[config.mk]
export PLATFORM = sky130hd
export DESIGN_NAME = wb_protocol_monitor
export DESIGN_NICKNAME = d
export VERILOG_FILES = /design/src/rtl/wb_protocol_monitor.sv
export SDC_FILE = /design/constraint.sdc
export NUM_CORES = 1
export LEC_CHECK = 0
export BUFFER_PORTS_ARGS = -buffer_cell sky130_fd_sc_hd__buf_2
export CORE_UTILIZATION = 55
export DETAILED_ROUTE_END_ITERATION = 8
export GPL_TIMING_DRIVEN = 0
export PLACE_DENSITY = 0.91
export SYNTH_ARGS = -nofsm -noshare
export SYNTH_HDL_FRONTEND = slang
export SYNTH_SLANG_ARGS = --single-unit
[constraint.sdc]
create_clock -name wb_clk_i -period 4.3 [get_ports wb_clk_i]
set_clock_uncertainty 0.1 [all_clocks]
set_input_delay 0.645 -clock wb_clk_i [delete_from_list [all_inputs] [get_ports wb_clk_i]]
set_output_delay 0.645 -clock wb_clk_i [all_outputs]
set_load 0.05 [all_outputs]
[src/rtl/wb_protocol_monitor.sv]
// Passive Wishbone B3 protocol monitor; `WB_MON_BURST_EN adds cti/burst tracking, codes 5/6 and burst_count_o.
// Results register on the edge that samples the offending bus cycle; drives nothing, exerts no backpressure.
module wb_protocol_monitor #(
  parameter int ADDR_W  = 32,
  parameter int DATA_W  = 32,
  parameter int TIMEOUT = 256,
  parameter int CNT_W   = 16
) (
  input  logic                wb_clk_i,
  input  logic                wb_rst_i,
  input  logic                wb_cyc_i,
  input  logic                wb_stb_i,
  input  logic                wb_we_i,
  input  logic [ADDR_W-1:0]   wb_addr_i,
  input  logic [DATA_W-1:0]   wb_dat_i,
  input  logic [DATA_W/8-1:0] wb_sel_i,
  input  logic [2:0]          wb_cti_i,
  input  logic                wb_ack_o,
  input  logic                clr_i,
  output logic                err_valid_o,
  output logic [2:0]          err_code_o,
  output logic [7:0]          err_flags_o,
  output logic [CNT_W-1:0]    txn_count_o,
  output logic [CNT_W-1:0]    burst_count_o,
  output logic [CNT_W-1:0]    err_count_o
);
  localparam int TMO_W = $clog2(TIMEOUT + 1);
  localparam logic [TMO_W-1:0] TMO_LAST = TMO_W'(TIMEOUT - 1);
  localparam logic [TMO_W-1:0] TMO_MAX  = TMO_W'(TIMEOUT);

  localparam logic [1:0] S_IDLE  = 2'd0;
  localparam logic [1:0] S_WAIT  = 2'd1;
  localparam logic [1:0] S_BURST = 2'd2;

  logic [1:0]          r_state;
  logic                r_pend;
  logic                r_post_rst;
  logic [ADDR_W-1:0]   r_addr;
  logic                r_we;
  logic [DATA_W/8-1:0] r_sel;
  logic [DATA_W-1:0]   r_dat;
  logic [TMO_W-1:0]    r_tmo;
  logic                r_err_valid;
  logic [2:0]          r_err_code;
  logic [7:0]          r_err_flags;
  logic [CNT_W-1:0]    r_txn_cnt;
  logic [CNT_W-1:0]    r_err_cnt;

  logic       w_strb;
  logic       w_acked;
  logic       w_wait;
  logic       w_first;
  logic       w_changed;
  logic       w_burst_start;
  logic       w_burst_done;
  logic       w_viol_addr;
  logic       w_viol_abort;
  logic [7:0] w_viol;
  logic [2:0] w_code;
  logic [1:0] w_state_nxt;

  function automatic logic [CNT_W-1:0] sat_inc(input logic [CNT_W-1:0] v, input logic inc,
                                               input logic clr);
    if (clr) return CNT_W'(inc);
    if (inc && (v != '1)) return v + 1'b1;
    return v;
  endfunction

  assign w_strb    = wb_cyc_i & wb_stb_i;
  assign w_acked   = w_strb & wb_ack_o;
  assign w_wait    = w_strb & ~wb_ack_o;
  assign w_first   = w_strb & ~r_pend;
  assign w_changed = (wb_addr_i != r_addr) | (wb_we_i != r_we) | (wb_sel_i != r_sel) |
                     (wb_we_i & (wb_dat_i != r_dat));

`ifdef WB_MON_BURST_EN
  localparam logic [2:0]        CTI_INC    = 3'b010;
  localparam logic [2:0]        CTI_END    = 3'b111;
  localparam logic [ADDR_W-1:0] BEAT_BYTES = ADDR_W'(DATA_W / 8);

  logic             w_in_burst;
  logic             w_cti_bad;
  logic [CNT_W-1:0] r_burst_cnt;

  assign w_in_burst    = (r_state == S_BURST);
  assign w_cti_bad     = w_strb & (wb_cti_i != CTI_INC) & (wb_cti_i != CTI_END);
  assign w_burst_start = w_acked & (wb_cti_i == CTI_INC);
  assign w_burst_done  = w_in_burst & w_acked & (wb_cti_i == CTI_END);
  // r_addr still holds the previous beat's address on the first strobe of the next beat
  assign w_viol_addr   = w_in_burst & w_first & (wb_addr_i != r_addr + BEAT_BYTES);
  assign w_viol_abort  = w_in_burst & (~wb_cyc_i | w_cti_bad);

  always_ff @(posedge wb_clk_i or posedge wb_rst_i) begin
    if (wb_rst_i) r_burst_cnt <= '0;
    else          r_burst_cnt <= sat_inc(r_burst_cnt, w_burst_done, clr_i);
  end
  assign burst_count_o = r_burst_cnt;
`else
  logic w_unused_cti;
  assign w_unused_cti  = ^wb_cti_i;
  assign w_burst_start = 1'b0;
  assign w_burst_done  = 1'b0;
  assign w_viol_addr   = 1'b0;
  assign w_viol_abort  = 1'b0;
  assign burst_count_o = '0;
`endif

  assign w_viol[0] = wb_ack_o & ~w_strb;
  assign w_viol[1] = wb_stb_i & ~wb_cyc_i;
  assign w_viol[2] = r_pend & ~w_strb;
  assign w_viol[3] = r_pend & w_strb & w_changed;
  assign w_viol[4] = r_pend & w_wait & (r_tmo == TMO_LAST);
  assign w_viol[5] = w_viol_addr;
  assign w_viol[6] = w_viol_abort;
  assign w_viol[7] = r_post_rst & (wb_cyc_i | wb_stb_i);

  always_comb begin
    w_code = 3'd0;
    for (int i = 7; i >= 0; i--) begin
      if (w_viol[i]) w_code = 3'(i);
    end
  end

  always_comb begin
    w_state_nxt = r_state;
    case (r_state)
      S_IDLE: begin
        if (w_burst_start)   w_state_nxt = S_BURST;
        else if (w_wait)     w_state_nxt = S_WAIT;
      end
      S_WAIT: begin
        if (!w_strb)            w_state_nxt = S_IDLE;
        else if (w_burst_start) w_state_nxt = S_BURST;
        else if (w_acked)       w_state_nxt = S_IDLE;
      end
      S_BURST: begin
        if (w_viol_abort || w_burst_done) w_state_nxt = S_IDLE;
      end
      default: w_state_nxt = S_IDLE;
    endcase
  end

  always_ff @(posedge wb_clk_i or posedge wb_rst_i) begin
    if (wb_rst_i) begin
      r_state     <= S_IDLE;
      r_pend      <= 1'b0;
      r_post_rst  <= 1'b1;
      r_addr      <= '0;
      r_we        <= 1'b0;
      r_sel       <= '0;
      r_dat       <= '0;
      r_tmo       <= '0;
      r_err_valid <= 1'b0;
      r_err_code  <= 3'd0;
      r_err_flags <= 8'h00;
      r_txn_cnt   <= '0;
      r_err_cnt   <= '0;
    end else begin
      r_state    <= w_state_nxt;
      r_pend     <= w_wait;
      r_post_rst <= 1'b0;
      if (w_first) begin
        r_addr <= wb_addr_i;
        r_we   <= wb_we_i;
        r_sel  <= wb_sel_i;
        r_dat  <= wb_dat_i;
      end
      // Counts waiting cycles of the current access; holding at TIMEOUT keeps the flag one-shot
      if (!w_wait)              r_tmo <= '0;
      else if (!r_pend)         r_tmo <= TMO_W'(1);
      else if (r_tmo != TMO_MAX) r_tmo <= r_tmo + 1'b1;
      r_err_valid <= |w_viol;
      if (|w_viol) r_err_code <= w_code;
      r_err_flags <= (clr_i ? 8'h00 : r_err_flags) | w_viol;
      r_txn_cnt   <= sat_inc(r_txn_cnt, w_acked, clr_i);
      r_err_cnt   <= sat_inc(r_err_cnt, |w_viol, clr_i);
    end
  end

  assign err_valid_o = r_err_valid;
  assign err_code_o  = r_err_code;
  assign err_flags_o = r_err_flags;
  assign txn_count_o = r_txn_cnt;
  assign err_count_o = r_err_cnt;

endmodule

* Yosys cells after proc, flatten, opt, wreduce, memory -nomap -nowiden
Cells that the tools add are included.
** Storage, ports and cells
- Bits in registers :: 124
- Input port bits :: 78
- Output and inout bits :: 60
** Cells by class
- Add/sub/neg operators :: 3
- Equal/unequal tests :: 9
- Mux-type cells :: 23
- Bitwise operators :: 22
- Reduce and logical (&&, ||, !) cells :: 5
** Operators with widths (count)
- 16-bit 2-to-1 mux :: 8
- 32-bit != test :: 2
- 16-bit by 1-bit adder with 16-bit output (second input constant) :: 2
- 16-bit != test (second input constant) :: 2
- 9-bit 2-to-1 mux :: 3
- 3-bit 2-to-1 mux :: 6
- 1-bit AND :: 13
- 9-bit by 1-bit adder with 9-bit output (second input constant) :: 1
- 9-bit by 8-bit == test with 1-bit output (second input constant) :: 1
- 9-bit != test (second input constant) :: 1
- 8-bit 2-to-1 mux :: 1
- 8-bit OR :: 1
- 6-bit OR reduction :: 1
- 1-bit 2-to-1 mux :: 5
- 4-bit != test :: 1
- 1-bit inverter :: 4
- 1-bit OR :: 4
- 2-bit nonzero test :: 2
- 3-bit by 2-bit != test with 1-bit output (second input constant) :: 1
- 1-bit logical AND :: 2
- 1-bit != test :: 1

* Depth between registers and ports, before layout
Gate-level depths: netlist of the first run.
- Depth after elaboration :: 11
- Mapped depth :: 13
- Mapped depth without buffers :: 12

* Least setup slack after synthesis of the first run
OpenSTA, ideal clock, no wires.
- Path kind :: flip-flop to flip-flop
- Start :: reg r_err_cnt[3] (netlist: err_count_o[3])
- End :: reg r_err_cnt[5] (netlist: err_count_o[5])
- Arrival :: 2.240 ns
- Data required time :: 4.075 ns
- Setup slack :: 1.835 ns
- Stages on the path, launching flop included :: 8
- Path buffers :: 0
- Cells stage by stage :: dfrtp_1 -> and4_1 -> nand4_1 -> or2_4 -> nor3_4 -> nor2_1 -> and4_1 -> mux2_4
** On the way
- Cells in the longest elaborated chain, start to end :: 5
** Ends and longest elaborated chain
- start, declared :: RTL line 47 : logic [CNT_W-1:0] r_err_cnt;
- start signal, assigned :: RTL line 176 : r_err_cnt <= sat_inc(r_err_cnt, |w_viol, clr_i);
- branches (longest 5 deep; another with 16-bit by 1-bit adder with 16-bit output)
Several ways; the timed one is not identified. The select of a mux whose other input is x is not followed.
A chain may end at the register's enable or synchronous reset.

* Final worst setup path of the first run
- Start :: reg r_addr[4]
- End :: reg r_err_cnt[0] (netlist: err_count_o[0])
** On the way
- Cells in the longest elaborated chain, start to end :: 10
** Ends and longest elaborated chain
- start, declared :: RTL line 38 : logic [ADDR_W-1:0] r_addr;
- start signal, assigned :: RTL line 163 : r_addr <= wb_addr_i;
- 32-bit != test (*) :: RTL line 73 : assign w_changed = (wb_addr_i != r_addr) | (wb_we_i != r_we) | (wb_sel_i != r_sel) |
- 1-bit OR (*) (3 in series) :: RTL line 73
- 1-bit AND (*) :: RTL line 111 : assign w_viol[3] = r_pend & w_strb & w_changed;
- 6-bit OR reduction (*) :: RTL line 176
- 16-bit 2-to-1 mux / 1-bit logical AND (equally long branches) :: RTL line 64, 65
- 16-bit 2-to-1 mux / 1-bit 2-to-1 mux (equally long branches) :: RTL line 65 : if (inc && (v != '1)) return v + 1'b1;
- 16-bit 2-to-1 mux / 1-bit 2-to-1 mux (equally long branches) :: RTL line 66, 65
- 16-bit 2-to-1 mux / 2-bit nonzero test (equally long branches)
Mark *: on every way between the ends. The rest lies on a longest branch, timed or not. The select of a mux whose other input is x is not followed.

==> metrics.md, run 1 <==
| Metric | Value |
|---|---|
| P_leak | `3.46 nW` |
| CTS Root Cell | `clkbuf_16` |
| Post-route worst setup slack | `roughly 1500 ps` |
| Clock Latency Late Sink | `roughly 400 ps` |
| Final setup viols | `0` |
| Largest net degree at the start of global routing | `just under 80` |
| DR iter-0 viols | `between 200 and 300` |
| Post-DP Area | `7070 µm²` |
| DRC violations left | `0` |
| Worst setup EP type | `flop` |
| Die Y | `roughly 110 µm` |
| Routed WL | `13500 µm` |
| Hold-fix buffers, CTS | `0` |
| Max_slew headroom | `between 50 and 60%` |
| Seq cells post-synth | `about 120` |
| Gr ovfl total | `0` |
| Yosys Warn Count | `0` |
| ANT cells | `0` |
| Die area | `11700 µm²` |
| Commonest non-fill, non-tap cell in the layout | `dfrtp_1` |
| CORE AREA | `10900 µm²` |
| Sequential standard cell area | `between 3000 and 4000 µm²` |
| Power Density | `437 nW/µm²` |
| Slew Viols, Final | `0` |
| Most frequent cells in the layout | `dfrtp_1, buf_2, mux2_2` |
| Outcome | `finished, final reports clean` |
| First-pass GRT wire length | `about 22000 µm` |
| Starting Density | `a little under three fifths` |
| Vias in the first global route | `4715` |
| Crit path DAT | `~3000 ps` |
| CP startpoint kind | `flop` |
| Maxcap violations | `0` |
| Max FO, Critical Path | `10` |
| Number of fill cells in the layout | `around 770` |
| Post-CTS setup buffers | `0` |
| Layout Nets | `790` |
| Post-DRT Antenna Nets | `0` |
| Clock buffer depth | `2` |
| Clock transition at the registers of the reported paths | `about 60 ps` |
| Post-cts gate resize count | `0` |
| Avg Synthesized Cell Area | `around 11 µm²` |
| Syn Std Cell Area | `just over 6000 µm²` |
| # H-tree levels | `4` |
| Synthesis-to-layout area growth | `23.5%` |
| Drt pass-1 iters | `5` |
| RSZ-0062 raised after global routing | `no` |
| CTS tree | `yes` |
| DR vias | `around 4800` |
| Drt wl/cell | `15.8 µm` |
| CP Data Required Time | `roughly 4500 ps` |
| DIE WIDTH | `around 110 µm` |
| Tot GR Track Use | `~24%` |
| Max frequency | `~360 MHz` |
| Row Count | `38` |
| Worst Tran Pin Value | `699 ps` |
| Setup Crit Path Kind | `flop to flop` |
| Dpl ws | `between 1000 and 1500 ps` |
| Final std cells w/o fill | `860` |
| # port buffers | `115` |
| Gpl congestion | `~0.85` |
| Share of layout cells above drive strength 1 | `a little over a third` |
| Via density | `5.53` |
| Sequential share of the synthesized area | `between 40% and 50%` |
| Final hold violation count | `0` |
| Footprint of the multi-input gates | `roughly 2900 µm²` |
| Total negative setup slack | `0 ps` |
| Number of flops mapped to enable cells by yosys | `0` |
| Cell area after layout | `around 7700 µm²` |
| Maximum vdd drop | `around 0.00030 V` |
| Post-Syn Instances | `between 500 and 600` |
| IO Pins | `138` |
| Fraction of registers with async set/reset | `between 90% and 100%` |
| Fin Hold WS | `150 ps` |
| Total CTS buffers | `17` |
| Clock sinks | `around 120` |
| Worst Hold Class | `primary input to async pin` |
| Minimum clock period | `approximately 2800 ps` |
| Synth Flop Type | `dfrtp_1` |
| Post-DP HPWL | `9700 µm` |
| Initial antenna violation count | `0` |
| Library cells used by synthesis | `49` |
| Placed insts | `just over 800` |
| Crit share post-route | `about two thirds` |
-- layer usage --
| metal | up-vias | routed length (µm) | GRT usage, % |
|---|---|---|---|
| li1 | 2223 | - | - |
| met1 | 2306 | 5540 | 29.0 |
| met2 | 203 | 6920 | 42.1 |
| met3 | 20 | 895 | 5.85 |
| met4 | 0 | 190 | 10.2 |
| met5 | - | 0 | 0 |
-- Yosys cell counts (all sizes together), types with 2 or more instances --
master | n | area [µm²]
a211o | 2 | 17.5
a21oi | 16 | 80.1
a31oi | 3 | 18.8
and2 | 3 | 18.8
and3 | 8 | 50.1
and4 | 2 | 17.5
buf | 23 | 165
clkbuf | 15 | 56.3
dfrtp | 121 | 3030
ha | 5 | 62.6
inv | 20 | 75.1
mux2 | 77 | 871
mux2i | 2 | 20.0
nand2 | 18 | 67.6
nand2b | 4 | 25.0
nand3 | 18 | 90.1
nand3b | 2 | 15.0
nand4 | 25 | 156
nand4b | 2 | 17.5
nor2 | 37 | 139
nor2b | 6 | 37.5
nor3 | 6 | 57.6
nor4 | 6 | 37.5
nor4b | 3 | 26.3
o21ai | 15 | 75.1
o31ai | 5 | 37.5
o41ai | 3 | 26.3
or2 | 2 | 15.0
or3 | 6 | 37.5
or4 | 3 | 22.5
xnor2 | 71 | 622
xor2 | 14 | 123
-- report_power, final --
part	leakage (nW)	total, mW	internal, mW	switching (mW)
Sequential	1.53	1.37	1.27	0.0943
Combinational	1.65	0.534	0.257	0.277
Clock	0.285	1.45	0.927	0.524
-- area by class of cell --
type / instances / share of cell area, %
tap: 140 / 2.28
sequential: 122 / 39.8
buffer: 38 / 2.88
clock inverter: 14 / 2.25
inverter: 20 / 1.04
multi-input combinational: 392 / 38.2
clock buffer: 18 / 5.72
timing repair buffer: 116 / 7.86
-- final timing paths --
check / startpoint / to / slack [ps] / depth (start not counted)
min: wb_rst_i / r_addr[22]$_DFFE_PP0P_ / 150 / 2
min reg2reg: r_we$_DFFE_PP0P_ / r_we$_DFFE_PP0P_ / 410 / 2
max: r_addr[4]$_DFFE_PP0P_ / err_count_o[0]$_DFFE_PP0P_ / 1520 / 9
max reg2reg: r_addr[4]$_DFFE_PP0P_ / err_count_o[0]$_DFFE_PP0P_ / 1520 / 9
min in group wb_clk_i: wb_addr_i[18] / r_addr[18]$_DFFE_PP0P_ / 390 / 2
max in group asynchronous: wb_rst_i / r_post_rst$_DFF_PP1_ / 3210 / 3
-- critical path, cell delays in order (launching register included) --
cell and delay [ps]:
dfrtp_1 400, xnor2_1 190, nand4_1 120, nor4_1 520, a31oi_1 200, nor3_2 330, buf_4 240, buf_4 200
nor4b_1 90, a211oi_1 270
-- state kept, by name (all words and copies together) (netlist names) --
signal,count
err_flags_o,6
err_count_o,16
err_code_o,3
err_valid_o,1
r_dat,32
r_we,1
txn_count_o,16
r_addr,32
r_post_rst,1
r_sel,4
r_tmo,9
r_pend,1
-- through the flow --
| step | power (mW) | util, % |
|---|---|---|
| 6_report | 3.35 | 70.2 |
| 3_5_place_dp | 1.92 | 64.6 |
| 2_1_floorplan | 1.77 | - |
| 3_3_place_gp | 1.88 | 64.3 |
| 4_1_cts | 3.38 | 70.2 |
| 5_1_grt | 3.48 | 70.2 |
-- kinds of logic after synthesis --
kind of cell | count (synthesis) | share of synthesized area (%)
multiplexers | 79 | 14.3
other | 1 | 0.0603
AND/OR/NAND/NOR | 154 | 13.8
XOR/XNOR | 85 | 12.0
buffers and inverters | 58 | 4.77
flip-flops | 122 | 49.1
AO/OA/AOI/OAI | 50 | 4.93
adder cells (fa/ha/maj) | 5 | 1.01
Power figures use the tool's default switching activity.
==> run 2: changes to the inputs <==
--- a/config.mk
+++ b/config.mk
@@ -5,11 +5,12 @@
 export SDC_FILE = /design/constraint.sdc
 export NUM_CORES = 1
 export LEC_CHECK = 0
+export ABC_AREA = 1
 export BUFFER_PORTS_ARGS = -buffer_cell sky130_fd_sc_hd__buf_2
 export CORE_UTILIZATION = 55
 export DETAILED_ROUTE_END_ITERATION = 8
 export GPL_TIMING_DRIVEN = 0
-export PLACE_DENSITY = 0.91
+export PLACE_DENSITY = 0.9
 export SYNTH_ARGS = -nofsm -noshare
 export SYNTH_HDL_FRONTEND = slang
 export SYNTH_SLANG_ARGS = --single-unit
==> constraint.sdc (replaced) <==
create_clock -name wb_clk_i -period 2.61 [get_ports wb_clk_i]
set_clock_uncertainty 0.1 [all_clocks]
set_input_delay 0.3915 -clock wb_clk_i [delete_from_list [all_inputs] [get_ports wb_clk_i]]
set_output_delay 0.3915 -clock wb_clk_i [all_outputs]
set_load 0.05 [all_outputs]
==> metrics.md, run 2 <==
| Metric | Value |
|---|---|
| DRC violations left | `0 (unchanged)` |
| CORE AREA | `12000 µm² (was 10900 µm²)` |
| Number of flops mapped to enable cells by yosys | `0 (unchanged)` |
| Design Power | `5.54 mW (was 3.35 mW)` |
| Fraction of registers with async set/reset | `100% (unchanged)` |
| Maximum vdd drop | `0.000413 V (was 0.000301 V)` |
| Dpl ws | `378 ps (was 1250 ps)` |
| Cell taking the most area after synthesis | `dfrtp_1 (unchanged)` |
| Crit share post-route | `87.5% (was 64.7%)` |
| Post-DRT Antenna Nets | `0 (unchanged)` |
| Most frequent cells in the layout | `nand2_1, dfrtp_1, buf_2 (was dfrtp_1, buf_2, mux2_2)` |
| Syn Std Cell Area | `6750 µm² (was 6210 µm²)` |
| Count leader, synth | `nand2_1 (was dfrtp_1)` |
| Via density | `5.01 (was 5.53)` |
| IO Pins | `138 (unchanged)` |
| Switching pwr | `1.49 mW (was 0.895 mW)` |
| # H-tree levels | `4 (unchanged)` |
| Final hold violation count | `0 (unchanged)` |
| Max FO, Critical Path | `10 (unchanged)` |
| Max frequency | `438 MHz (was 359 MHz)` |
| Worst Hold Class | `primary input to flop (was primary input to async pin)` |
| Placed insts | `1102 (was 828)` |
| Clock buffer depth | `2 (unchanged)` |
| Gpl congestion | `0.877 (was 0.854)` |
| Final std cells w/o fill | `1137 (was 860)` |
| Minimum clock period | `2280 ps (was 2780 ps)` |
| Yosys Warn Count | `0 (unchanged)` |
| Clock sinks | `122 (unchanged)` |
| Slew Viols, Final | `0 (unchanged)` |
| Seq pwr share | `40.3% (was 40.8%)` |
| Post-Syn Instances | `819 (was 554)` |
| Vias in the first global route | `5427 (was 4715)` |
| Seq cells post-synth | `122 (unchanged)` |
| Top-area cell type share of the netlist area | `44.8% (was 48.7%)` |
| DR vias | `5701 (was 4752)` |
| Sw frac | `26.8% (was 26.7%)` |
| DR iter-0 viols | `362 (was 270)` |
| Sequential standard cell area | `3050 µm² (unchanged)` |
| Library cells used by synthesis | `41 (was 49)` |
| Fin Hold WS | `80.5 ps (was 150 ps)` |
| Post-cts gate resize count | `0 (unchanged)` |
| Post-DP Area | `7640 µm² (was 7070 µm²)` |
| Int Pwr | `4.05 mW (was 2.46 mW)` |
| Share of layout cells above drive strength 1 | `24.9% (was 35.4%)` |
| Synthesis-to-layout area growth | `22.5% (was 23.5%)` |
| Worst setup EP type | `flop (unchanged)` |
| Final setup viols | `0 (unchanged)` |
| DIE WIDTH | `113 µm (was 108 µm)` |
| Clock Latency Late Sink | `420 ps (was 410 ps)` |
| Avg Synthesized Cell Area | `8.25 µm² (was 11.2 µm²)` |
| P_leak | `4.26 nW (was 3.46 nW)` |
| Cell Chain, Critical Path | `ha_1 -> nand3_1 -> nor2_1 -> nand3_1 -> nor2_1 -> ha_1 -> nand2_2 -> inv_2 -> nor2_1 -> nand3_4 -> buf_6 -> buf_12 -> nand3_2 -> o21ai_1 (was xnor2_1 -> nand4_1 -> nor4_1 -> a31oi_1 -> nor3_2 -> buf_4 -> buf_4 -> nor4b_1 -> a211oi_1)` |
| Post-route worst setup slack | `327 ps (was 1520 ps)` |
| Cell area after layout | `8270 µm² (was 7680 µm²)` |
| Crit-path slowest cell | `dfrtp_1 (was nor4_1)` |
| First-pass GRT wire length | `24800 µm (was 21900 µm)` |
| Critical Path Max Stage Delay | `400 ps (was 520 ps)` |
| CP startpoint kind | `flop (unchanged)` |
| Post-synth top cells | `nand2_1, dfrtp_1, inv_1 (was dfrtp_1, mux2_2, xnor2_1)` |
| Gr ovfl total | `0 (unchanged)` |
| # port buffers | `115 (unchanged)` |
| Max_slew headroom | `60.6% (was 53.4%)` |
| Layout Nets | `1058 (was 790)` |
| Sequential share of the synthesized area | `45.2% (was 49.1%)` |
| Commonest non-fill, non-tap cell in the layout | `nand2_1 (was dfrtp_1)` |
| RSZ-0062 raised after global routing | `no (unchanged)` |
| Power Density | `670 nW/µm² (was 437 nW/µm²)` |
| Drt pass-1 iters | `5 (unchanged)` |
| Largest net degree at the start of global routing | `40 (was 77)` |
| CP Data Required Time | `2850 ps (was 4500 ps)` |
| Row Count | `40 (was 38)` |
| Setup Crit Path Kind | `flop to flop (unchanged)` |
| Number of fill cells in the layout | `981 (was 771)` |
| Initial antenna violation count | `2 (was 0)` |
| Post-DP HPWL | `10900 µm (was 9700 µm)` |
| Largest cells by area after synthesis | `dfrtp_1, nand2_1, mux2_2 (was dfrtp_1, mux2_2, xnor2_1)` |
| Biggest registers after layout | `r_addr x32, r_dat x32 (unchanged)` |
| Clock transition at the registers of the reported paths | `50 ps (was 60 ps)` |
| Footprint of the multi-input gates | `3080 µm² (was 2930 µm²)` |
| Total CTS buffers | `17 (unchanged)` |
| CTS tree | `yes (unchanged)` |
| Crit path DAT | `2520 ps (was 2980 ps)` |
| CTS Root Cell | `clkbuf_16 (unchanged)` |
| Routed WL | `14800 µm (was 13500 µm)` |
| Tot GR Track Use | `25.0% (was 24.3%)` |
| Die area | `12700 µm² (was 11700 µm²)` |
| Die Y | `113 µm (was 108 µm)` |
| Outcome | `finished, final reports clean (unchanged)` |
| Comb pwr share | `16.5% (was 15.9%)` |
| Most used cell, CP | `nor2_1 (was buf_4)` |
| Synth Flop Type | `dfrtp_1 (unchanged)` |
| Starting Density | `56.2% (was 56.8%)` |
| Clock share of power | `43.3% (about the same)` |
| Maxcap violations | `0 (unchanged)` |
| Worst Tran Pin Value | `591 ps (was 699 ps)` |
| Drt wl/cell | `13.0 µm (was 15.8 µm)` |
run 2: power groups by stage:
stage,Sequential (mW),Combinational (mW),Clock (mW)
floorplan,2.31,0.612,0
global placement,2.25,0.872,0
detailed placement,2.26,0.915,0
CTS,2.23,0.921,2.43
global route,2.26,1.02,2.52
finish,2.23,0.911,2.40
run 2: cells by family after synthesis:
kind of cell | count (synthesis) | synth area share, %
AND/OR/NAND/NOR | 366 | 24.0
buffers and inverters | 155 | 10.2
flip-flops | 122 | 45.2
AO/OA/AOI/OAI | 76 | 6.02
XOR/XNOR | 57 | 7.39
multiplexers | 37 | 6.17
adder cells (fa/ha/maj) | 5 | 0.926
other | 1 | 0.0555
run 2: through the flow:
stage / util [%] / setup TNS (ps)
6_report: 68.9 / 0
5_1_grt: 68.9 / 0
4_1_cts: 68.8 / 0
3_5_place_dp: 63.6 / 0
3_3_place_gp: 63.1 / -22990
2_1_floorplan: - / 0
run 2: final timing paths:
kind                                           from                    endpoint  slack [ps]  cells past startpoint
min in group asynchronous                  wb_rst_i       r_dat[23]$_DFFE_PP0P_         490                      3
hold / removal                             wb_ack_o            r_pend$_DFF_PP0_          80                      2
max in group asynchronous                  wb_rst_i       r_addr[4]$_DFFE_PP0P_        1350                      4
setup / recovery               r_tmo[0]$_DFFE_PP0P_  err_count_o[4]$_DFFE_PP0P_         330                     14
hold reg to reg            err_flags_o[4]$_DFF_PP0_    err_flags_o[4]$_DFF_PP0_         380                      2
setup reg to reg               r_tmo[0]$_DFFE_PP0P_  err_count_o[4]$_DFFE_PP0P_         330                     14
run 2: area by class of cell:
class / count / share of cell area [%]
antenna: 2 / 0.0605
buffer: 38 / 2.99
clock buffer: 27 / 6.44
clock inverter: 5 / 0.968
inverter: 117 / 5.35
multi-input combinational: 560 / 37.2
sequential: 122 / 36.9
tap: 147 / 2.22
timing repair buffer: 119 / 7.80
run 2: worst max-delay path: cells and delay by family, from the launching register on:
family / cells / cell delay [ps]
AOI/OAI and AO/OA: 1 / 130
DFF: 1 / 400
and+or+nand+nor: 8 / 830
buffers and inverters: 3 / 360
adders and majority gates: 2 / 390
run 2: metal layers:
metal / vias up / track usage [%] / share of wire [%]
met5: - / 0 / 0
met4: 0 / 11.3 / 3.0
met3: 36 / 6.70 / 4.6
met2: 163 / 40.9 / 48
met1: 2644 / 31.2 / 44
li1: 2858 / - / -
run 2: repair_timing:
item | CTS | global route
hold buffers | 1 | 0
hold endpoints to repair | 19 | 0
buffers inserted | 0 | 0
